$ cat config.mk
export PLATFORM = sky130hd
export DESIGN_NAME = stream_rr_arbiter
export DESIGN_NICKNAME = d
export VERILOG_FILES = /design/src/rtl/backend_pkg.sv /design/src/rtl/rr_arbiter.sv /design/src/rtl/stream_rr_arbiter.sv
export SDC_FILE = /design/constraint.sdc
export NUM_CORES = 2
export LEC_CHECK = 0
export BUFFER_PORTS_ARGS = -buffer_cell sky130_fd_sc_hd__clkbuf_2
export CAP_MARGIN = 20
export CORE_MARGIN = 2
export CORE_UTILIZATION = 50
export CTS_CLUSTER_DIAMETER = 50
export CTS_CLUSTER_SIZE = 24
export DETAILED_ROUTE_END_ITERATION = 8
export MAX_ROUTING_LAYER = met4
export PLACE_DENSITY = 0.72
export SYNTH_ARGS = -nofsm -noshare
export SYNTH_HDL_FRONTEND = slang
export SYNTH_SLANG_ARGS = --single-unit
$ cat constraint.sdc
create_clock -name clk -period 4.3 [get_ports clk]
set_clock_uncertainty 0.1 [all_clocks]
set_input_delay 0.43 -clock clk [delete_from_list [all_inputs] [get_ports clk]]
set_output_delay 0.43 -clock clk [all_outputs]
set_load 0.005 [all_outputs]
$ cat src/rtl/backend_pkg.sv
// Shared constants for the GigEx transmit back-end: word flag positions and
// counter type encodings.
package backend_pkg;

  localparam int unsigned SGL_FLAG_OFFSET_DEF = 122;
  localparam int unsigned CMD_FLAG_OFFSET_DEF = 123;

  typedef enum logic [1:0] {
    CNT_SGL   = 2'd0,
    CNT_TT    = 2'd1,
    CNT_STALL = 2'd2,
    CNT_NONE  = 2'd3
  } cnt_type_e;

endpackage

$ cat src/rtl/rr_arbiter.sv
// Combinational round-robin pick: lowest eligible channel at or above ptr,
// wrapping to the lowest eligible channel overall.
module rr_arbiter #(
  parameter int unsigned NCH = 4,
  parameter int unsigned CHW = $clog2(NCH)
) (
  input  logic [NCH-1:0] req,
  input  logic [NCH-1:0] enable,
  input  logic [CHW-1:0] ptr,
  output logic [NCH-1:0] grant,
  output logic [CHW-1:0] idx
);

  logic [NCH-1:0]   elig;
  logic [NCH-1:0]   upper;
  logic [2*NCH-1:0] dbl;
  logic             found;

  // Low half holds channels >= ptr, high half the full set for the wrap.
  always_comb begin
    elig  = req & enable;
    upper = '0;
    for (int unsigned i = 0; i < NCH; i++) begin
      upper[i] = (i >= 32'(ptr));
    end
    dbl   = {elig, elig & upper};
    grant = '0;
    idx   = '0;
    found = 1'b0;
    for (int unsigned i = 0; i < 2*NCH; i++) begin
      if (!found && dbl[i]) begin
        found = 1'b1;
        idx   = CHW'(i % NCH);
      end
    end
    for (int unsigned i = 0; i < NCH; i++) begin
      grant[i] = found && (idx == CHW'(i));
    end
  end

endmodule

$ cat src/rtl/stream_rr_arbiter.sv
// N-channel valid/ready merge with round-robin arbitration, one output
// register, and per-channel singles / timetag / stall counters.
module stream_rr_arbiter
  import backend_pkg::*;
#(
  parameter int unsigned NCH             = 4,
  parameter int unsigned LENGTH          = 128,
  parameter int unsigned SGL_FLAG_OFFSET = SGL_FLAG_OFFSET_DEF,
  parameter int unsigned CNT_WIDTH       = 48,
  parameter int unsigned CHW             = $clog2(NCH)
) (
  input  logic                  clk,
  input  logic                  rst,
  input  logic [NCH*LENGTH-1:0] in_data,
  input  logic [NCH-1:0]        in_valid,
  output logic [NCH-1:0]        in_ready,
  input  logic [NCH-1:0]        chan_mask,
  output logic [LENGTH-1:0]     out_data,
  output logic [CHW-1:0]        out_chan,
  output logic                  out_valid,
  input  logic                  out_ready,
  input  logic [CHW-1:0]        cnt_sel_chan,
  input  logic [1:0]            cnt_sel_type,
  input  logic [2:0]            cnt_load,
  output logic [CNT_WIDTH-1:0]  cnt_value
);

  logic [CHW-1:0]                ptr;
  logic [CHW-1:0]                gnt_idx;
  logic [NCH-1:0]                gnt;
  logic                          slot_free;
  logic                          take;
  logic [LENGTH-1:0]             gnt_data;
  logic [NCH-1:0][CNT_WIDTH-1:0] cnt_sgl;
  logic [NCH-1:0][CNT_WIDTH-1:0] cnt_tt;
  logic [NCH-1:0][CNT_WIDTH-1:0] cnt_stall;
  logic [CNT_WIDTH-1:0]          rd_value;

  rr_arbiter #(
    .NCH (NCH),
    .CHW (CHW)
  ) u_arb (
    .req    (in_valid),
    .enable (chan_mask),
    .ptr    (ptr),
    .grant  (gnt),
    .idx    (gnt_idx)
  );

  // Accept at most one word, only when the output slot frees this cycle.
  always_comb begin
    slot_free = ~out_valid | out_ready;
    take      = slot_free & ~rst & (|gnt);
    in_ready  = take ? gnt : '0;
  end

  always_comb begin
    gnt_data = '0;
    for (int unsigned i = 0; i < NCH; i++) begin
      if (gnt_idx == CHW'(i)) gnt_data = in_data[i*LENGTH +: LENGTH];
    end
  end

  always_ff @(posedge clk) begin
    if (rst) begin
      out_valid <= 1'b0;
      out_data  <= '0;
      out_chan  <= '0;
      ptr       <= '0;
    end else if (take) begin
      out_valid <= 1'b1;
      out_data  <= gnt_data;
      out_chan  <= gnt_idx;
      ptr       <= (gnt_idx == CHW'(NCH-1)) ? '0 : gnt_idx + CHW'(1);
    end else if (out_ready) begin
      out_valid <= 1'b0;
    end
  end

  for (genvar c = 0; c < NCH; c++) begin : g_cnt
    logic                 sel;
    logic                 xfer;
    logic                 is_sgl;
    logic                 stall;
    logic [CNT_WIDTH-1:0] sgl_q;
    logic [CNT_WIDTH-1:0] tt_q;
    logic [CNT_WIDTH-1:0] stall_q;

    always_comb begin
      sel    = (cnt_sel_chan == CHW'(c));
      xfer   = in_valid[c] & in_ready[c];
      is_sgl = in_data[c*LENGTH + SGL_FLAG_OFFSET];
      stall  = in_valid[c] & chan_mask[c] & ~in_ready[c];
    end

    // A clear on the selected channel overrides a same-cycle increment.
    always_ff @(posedge clk) begin
      if (rst) begin
        sgl_q   <= '0;
        tt_q    <= '0;
        stall_q <= '0;
      end else begin
        if (sel && cnt_load[CNT_SGL])     sgl_q   <= '0;
        else if (xfer && is_sgl)          sgl_q   <= sgl_q + CNT_WIDTH'(1);
        if (sel && cnt_load[CNT_TT])      tt_q    <= '0;
        else if (xfer && !is_sgl)         tt_q    <= tt_q + CNT_WIDTH'(1);
        if (sel && cnt_load[CNT_STALL])   stall_q <= '0;
        else if (stall)                   stall_q <= stall_q + CNT_WIDTH'(1);
      end
    end

    assign cnt_sgl[c]   = sgl_q;
    assign cnt_tt[c]    = tt_q;
    assign cnt_stall[c] = stall_q;
  end

  // Read mux; a clear of the selected counter reads back as 0 immediately.
  always_comb begin
    rd_value = '0;
    for (int unsigned i = 0; i < NCH; i++) begin
      if (cnt_sel_chan == CHW'(i)) begin
        case (cnt_type_e'(cnt_sel_type))
          CNT_SGL:   rd_value = cnt_load[CNT_SGL]   ? '0 : cnt_sgl[i];
          CNT_TT:    rd_value = cnt_load[CNT_TT]    ? '0 : cnt_tt[i];
          CNT_STALL: rd_value = cnt_load[CNT_STALL] ? '0 : cnt_stall[i];
          default:   rd_value = '0;
        endcase
      end
    end
  end

  always_ff @(posedge clk) begin
    if (rst) cnt_value <= '0;
    else     cnt_value <= rd_value;
  end

endmodule

# Yosys cells after proc, flatten, opt, wreduce, memory -nomap -nowiden

Index checks and enable logic that the tools add are counted.

$add $sub $neg: 13
Order comparisons: 3
Eq/ne operators: 8
Mux-type cells: 43
Bitwise gates (word level): 23
Reductions and logical operators: 59

Operators by type and width:

| cell                                                             | count |
|---|---|
| two-way mux 48 bit                                               | 16 |
| adder 48 x 1 -> 48 bit, second input constant                    | 12 |
| one-hot mux 48 bit (3 select lines)                              | 4 |
| two-way mux 128 bit                                              | 4 |
| logical AND 1 bit                                                | 31 |
| OR reduction 2 bit                                               | 12 |
| AND 1 bit                                                        | 14 |
| two-way mux 2 bit                                                | 7 |
| logical NOT 1 bit                                                | 11 |
| two-way mux 1 bit                                                | 11 |
| equality test 2 bit, second input constant                       | 5 |
| AND 4 bit                                                        | 2 |
| equality test 2 x 1 -> 1 bit, second input constant              | 3 |
| logical NOT 2 bit                                                | 3 |
| inverter 1 bit                                                   | 6 |
| greater-or-equal comparator 1 x 2 -> 1 bit, first input constant | 2 |
| two-way mux 4 bit                                                | 1 |
| OR reduction 4 bit                                               | 1 |
| adder 2 x 1 -> 2 bit, second input constant                      | 1 |
| greater-or-equal comparator 2 bit, first input constant          | 1 |
| nonzero test 2 bit                                               | 1 |
| OR 1 bit                                                         | 1 |

Register bits: 757
Bits of input ports: 530
Output and inout port bits: 183
Word-level logic and storage cells: 166

# Logic depth before layout (Yosys ltp)

Depth after elaboration: 31
Gate-level depth with buffers: 15
Mapped depth without buffers: 10

# By module

From an unflattened synthesis, not the netlist that was laid out.

Cells, all modules: 5,165
Area total of the unflattened synthesis: 40,876.7 µm²

Modules (own cells, without submodules):

| module            | instances | cells an instance | area an instance (µm²) |
|---|---|---|---|
| stream_rr_arbiter | 1         | 5,133             | 40,671.5 |
| rr_arbiter        | 1         | 32                | 205.2 |

# Worst setup path before layout

OpenSTA, ideal clock, no wires.

Kind: input to register
From: input in_valid[0]
To: register g_cnt[3].sgl_q[44]
Setup time: 71 ps
Arrival time: 3,225 ps
Required time: 4,129 ps
Setup slack: 904 ps
Stages on the path: 12
Path buffers: 2
Cells stage by stage: buf_2 -> nand2_1 -> o221ai_1 -> a22o_1 -> inv_1 -> ha_1 -> clkbuf_1 -> nand2_1 -> nor4_2 -> nand3_1 -> or4_1 -> a21oi_1

Longest elaborated chain between the ends: 31
Elaborated cells on any way between the ends: 44
Classes of those cells: eq/ne: 3; mux: 16; bitwise: 4; reduce/logical: 21

RTL lines:

| element                                                    | line                     | text |
|---|---|---|
| start, declared                                            | stream_rr_arbiter.sv:15  | `input logic [NCH-1:0] in_valid,` |
| AND 4 bit (*)                                              | rr_arbiter.sv:21         | `elig = req & enable;` |
| AND 4 bit                                                  | rr_arbiter.sv:26         | `dbl = {elig, elig & upper};` |
| two-way mux 1 bit                                          | rr_arbiter.sv:31         | `if (!found && dbl[i]) begin` |
| logical NOT 1 bit                                          | rr_arbiter.sv:31         |  |
| logical AND 1 bit                                          | rr_arbiter.sv:31         |  |
| two-way mux 1 bit                                          | rr_arbiter.sv:31         |  |
| logical NOT 1 bit                                          | rr_arbiter.sv:31         |  |
| logical AND 1 bit                                          | rr_arbiter.sv:31         |  |
| [16 not listed]                                            | n/a                      |  |
| via gnt_idx[0]                                             | stream_rr_arbiter.sv:29  | `logic [CHW-1:0] gnt_idx;` |
| equality test 2 x 1 -> 1 bit, or another cell as far along | rr_arbiter.sv:37         | `grant[i] = found && (idx == CHW'(i));` |
| logical AND 1 bit                                          | rr_arbiter.sv:37         |  |
| OR reduction 4 bit                                         | stream_rr_arbiter.sv:53  | `take = slot_free & ~rst & (\|gnt);` |
| AND 1 bit                                                  | stream_rr_arbiter.sv:53  |  |
| two-way mux 4 bit (*)                                      | stream_rr_arbiter.sv:54  | `in_ready = take ? gnt : '0;` |
| AND 1 bit (*)                                              | stream_rr_arbiter.sv:91  | `xfer = in_valid[c] & in_ready[c];` |
| logical AND 1 bit (*)                                      | stream_rr_arbiter.sv:104 | `else if (xfer && is_sgl) sgl_q <= sgl_q + CNT_WIDTH'(1);` |
| end signal, assigned                                       | stream_rr_arbiter.sv:104 |  |
| end, declared                                              | stream_rr_arbiter.sv:85  | `logic [CNT_WIDTH-1:0] sgl_q;` |

Mark *: on every way through the listed nets, which the timed path passes. The rest lies on a longest branch.
A chain may end at the register's enable or synchronous reset.

# Final worst setup path

From: register ptr[0]
To: output in_ready[2]

Longest elaborated chain between the ends: 29
Elaborated cells on any way between the ends: 44
Classes of those cells: order compare: 3; eq/ne: 3; mux: 16; bitwise: 2; reduce/logical: 20

RTL lines:

| element                                                    | line                    | text |
|---|---|---|
| start, declared                                            | stream_rr_arbiter.sv:28 | `logic [CHW-1:0] ptr;` |
| start signal, assigned                                     | stream_rr_arbiter.sv:74 | `ptr <= (gnt_idx == CHW'(NCH-1)) ? '0 : gnt_idx + CHW'(1);` |
| greater-or-equal comparator 1 x 2 -> 1 bit                 | rr_arbiter.sv:24        | `upper[i] = (i >= 32'(ptr));` |
| AND 4 bit (*)                                              | rr_arbiter.sv:26        |  |
| two-way mux 1 bit                                          | rr_arbiter.sv:31        |  |
| logical NOT 1 bit                                          | rr_arbiter.sv:31        |  |
| logical AND 1 bit                                          | rr_arbiter.sv:31        |  |
| two-way mux 1 bit                                          | rr_arbiter.sv:31        |  |
| logical NOT 1 bit                                          | rr_arbiter.sv:31        |  |
| logical AND 1 bit                                          | rr_arbiter.sv:31        |  |
| [14 not listed]                                            | n/a                     |  |
| logical AND 1 bit                                          | rr_arbiter.sv:31        |  |
| two-way mux 2 bit (*)                                      | rr_arbiter.sv:31        |  |
| via gnt_idx[1]                                             | stream_rr_arbiter.sv:29 |  |
| equality test 2 x 1 -> 1 bit, or another cell as far along | rr_arbiter.sv:37        |  |
| logical AND 1 bit                                          | rr_arbiter.sv:37        |  |
| OR reduction 4 bit                                         | stream_rr_arbiter.sv:53 |  |
| AND 1 bit                                                  | stream_rr_arbiter.sv:53 |  |
| two-way mux 4 bit (*)                                      | stream_rr_arbiter.sv:54 |  |
| end, declared                                              | stream_rr_arbiter.sv:16 | `output logic [NCH-1:0] in_ready,` |

Marked as above.

==> metrics <==
run status=finished, final reports clean; final hold slack=10.6 ps; Slew HR=0.191; total grt overflow=0; crit path max fanout=48; chip height=289 um; Initial Util=0.506; Cell variety after synth=between 60 and 70; post-layout power=0.0198 W; drt wl/cell=29.5 um; unrepaired setup endpoints after global routing=no; adder-cell area share of the yosys netlist=0.00492; worst setup path category=register to output port; DRC viols=0; Reg area=approximately 15000 um2; Slew @ Worst Pin=1210 ps; RD Place Congestion=roughly 1.1; worst hold path class=primary input to register; syn nets=~5700; largest net degree at the start of global routing=149; clock tree buffer depth=3; CTS Buf Count=102; Critical Path RT=about 3800 ps; # fillers=slightly above 7000; Post-synth top flop=dfxtp_1; post-route ant nets=0; WL final=about 210 mm; vias post-DR=between 40000 and 50000; layout cells sized above 1=0.188; Syn. warnings=0; hold buffers post-CTS=108; number of synthesized flops with an enable pin=0; TritonCTS clock tree=built; mapped cell area=40700 um2; post-layout min period=3840 ps; first-pass GRT wire length=291 mm; # Max-Cap Violations=0; Synth Area per Inst=7.86 um2; CTS root buf=clkbuf_16; Worst-path clk slew=70 ps; setup bufs post-CTS=0; Async SR Flop Fraction=0; Detailed Routing Iterations Pass 1=9; # clock sinks=between 700 and 800; Via density=6.79; Ports=about 710; Max Clock Freq=260 MHz; Setup crit start kind=register; hpwl dp=160 mm; cts repair resizes=0; gate count after technology mapping=5180; dpl cell area=between 40000 and 50000 um2; core area=80500 um2; register area share after synthesis=0.372; die width=just under 300 um; row cnt=104; Worst setup EP type=output port; vias in the first global route=41800; Final setup viols=0; commonest non-fill, non-tap cell in the layout=dfxtp_1; clk_lat worst skew=690 ps; Fin Setup TNS=0 ps; XOR/XNOR share of the synthesized area=0.0482; pins over their slew limit=0; Final nets=6416; design area=a little over 50000 um2; Total GRT Usage=0.489; Area Overhead vs Synth=24.0%; die area=83700 um2; #FFs+latches synth=757; # port buffers=712; Synth Area in Compound Gates=0.227; H-Tree Depth=3; largest family of logic cells by synthesized area=simple AND/OR/NAND/NOR gates; Post-Synth Simple-Gate Area=0.296; mux share of post-synthesis cell area=0.00737; initial antenna violation count=43; DR iter-0 viols=7782; PD cells=~390 nW/um2; Pleak=17.4 nW; most frequent cells in the layout=dfxtp_1 (757), clkbuf_2 (711), a21oi_1 (525); maximum vdd drop=319 uV; WP data arrival=3310 ps; post-route clock period utilization=0.893; multi-input combinational cell area=23800 um2; Hold Vio Cnt, Final=0
Yosys cell counts (all sizes together), types with 54 or more instances:
| cell type | number | share of area |
|---|---|---|
| o31ai | 158 | 0.029 |
| dfxtp | 757 | 0.37 |
| and3 | 68 | 0.010 |
| inv | 72 | 0.0066 |
| or3 | 153 | 0.024 |
| a22oi | 60 | 0.011 |
| clkbuf | 368 | 0.034 |
| nor2 | 341 | 0.031 |
| nor3 | 160 | 0.020 |
| xnor2 | 92 | 0.020 |
| a222oi | 54 | 0.013 |
| a31oi | 88 | 0.014 |
| xor2 | 132 | 0.028 |
| nor2b | 136 | 0.021 |
| a221oi | 127 | 0.027 |
| and4 | 57 | 0.012 |
| nand4 | 214 | 0.033 |
| or4 | 175 | 0.032 |
| nand2 | 329 | 0.030 |
| nor4 | 88 | 0.014 |
| o21ai | 302 | 0.037 |
| a21oi | 525 | 0.065 |
| nand3 | 349 | 0.043 |
logic make-up after synthesis:
family,Yosys count
and+or+nand+nor,2203
AOI/OAI and AO/OA,1465
buffers and inverters,485
adders and majority gates,16
muxes,30
DFF,757
xor gates and xnor gates,224
metal layers:
metal  GRT usage  wire length, um  vias up
met4       0.271            13600        0
met2       0.646            82800     3483
met3       0.177            30400      571
met5           -                0        -
li1            -                -    21100
met1       0.638            81100    22700
stage by stage:
stage,std cells,util,setup slack (ps)
after floorplan,5180,-,904
after global placement,6718,0.567,526
after detailed placement,6718,0.567,542
after CTS,7017,0.626,561
after global routing,7050,0.627,333
final,7057,0.627,460
flip-flops by register name (all words and copies together) (netlist names):
name,cells
out_chan,2
cnt_value,48
g_cnt.stall_q,192
g_cnt.sgl_q,192
out_data,128
out_valid,1
ptr,2
g_cnt.tt_q,192
final cells by class:
class / instances / share of cell area
diodes: 40 / 0.00198
inverters: 74 / 0.00555
multi-input cells: 3938 / 0.472
well taps: 1060 / 0.0263
clock buffers: 115 / 0.0529
repair buffers: 997 / 0.122
clock inverters: 76 / 0.0188
flip-flops and latches: 757 / 0.300
critical path, cell delays in order (launching register included):
cell	delay [ps]
dfxtp_1	420
nor2b_1	150
o21ai_0	90
a21oi_1	350
buf_4	200
ha_4	200
buf_4	430
buf_4	460
and2_1	190
clkbuf_2	130
power by group:
part	switching (W)	leakage (nW)	total [W]	internal (W)
clock network	0.00398	1.75	0.00906	0.00508
logic	0.00215	9.54	0.00322	0.00107
registers	0.000298	6.13	0.00754	0.00724
path summary, 6_finish.rpt:
path	cells past startpoint	slack, ps	to	start
max reg2reg	11	500	out_data[2]	ptr[0]
min	3	10	out_data[75]	in_data[459]
max	9	460	in_ready[2]	ptr[0]
min reg2reg	2	370	out_data[19]	out_data[19]
(Power assumes the default switching activity.)
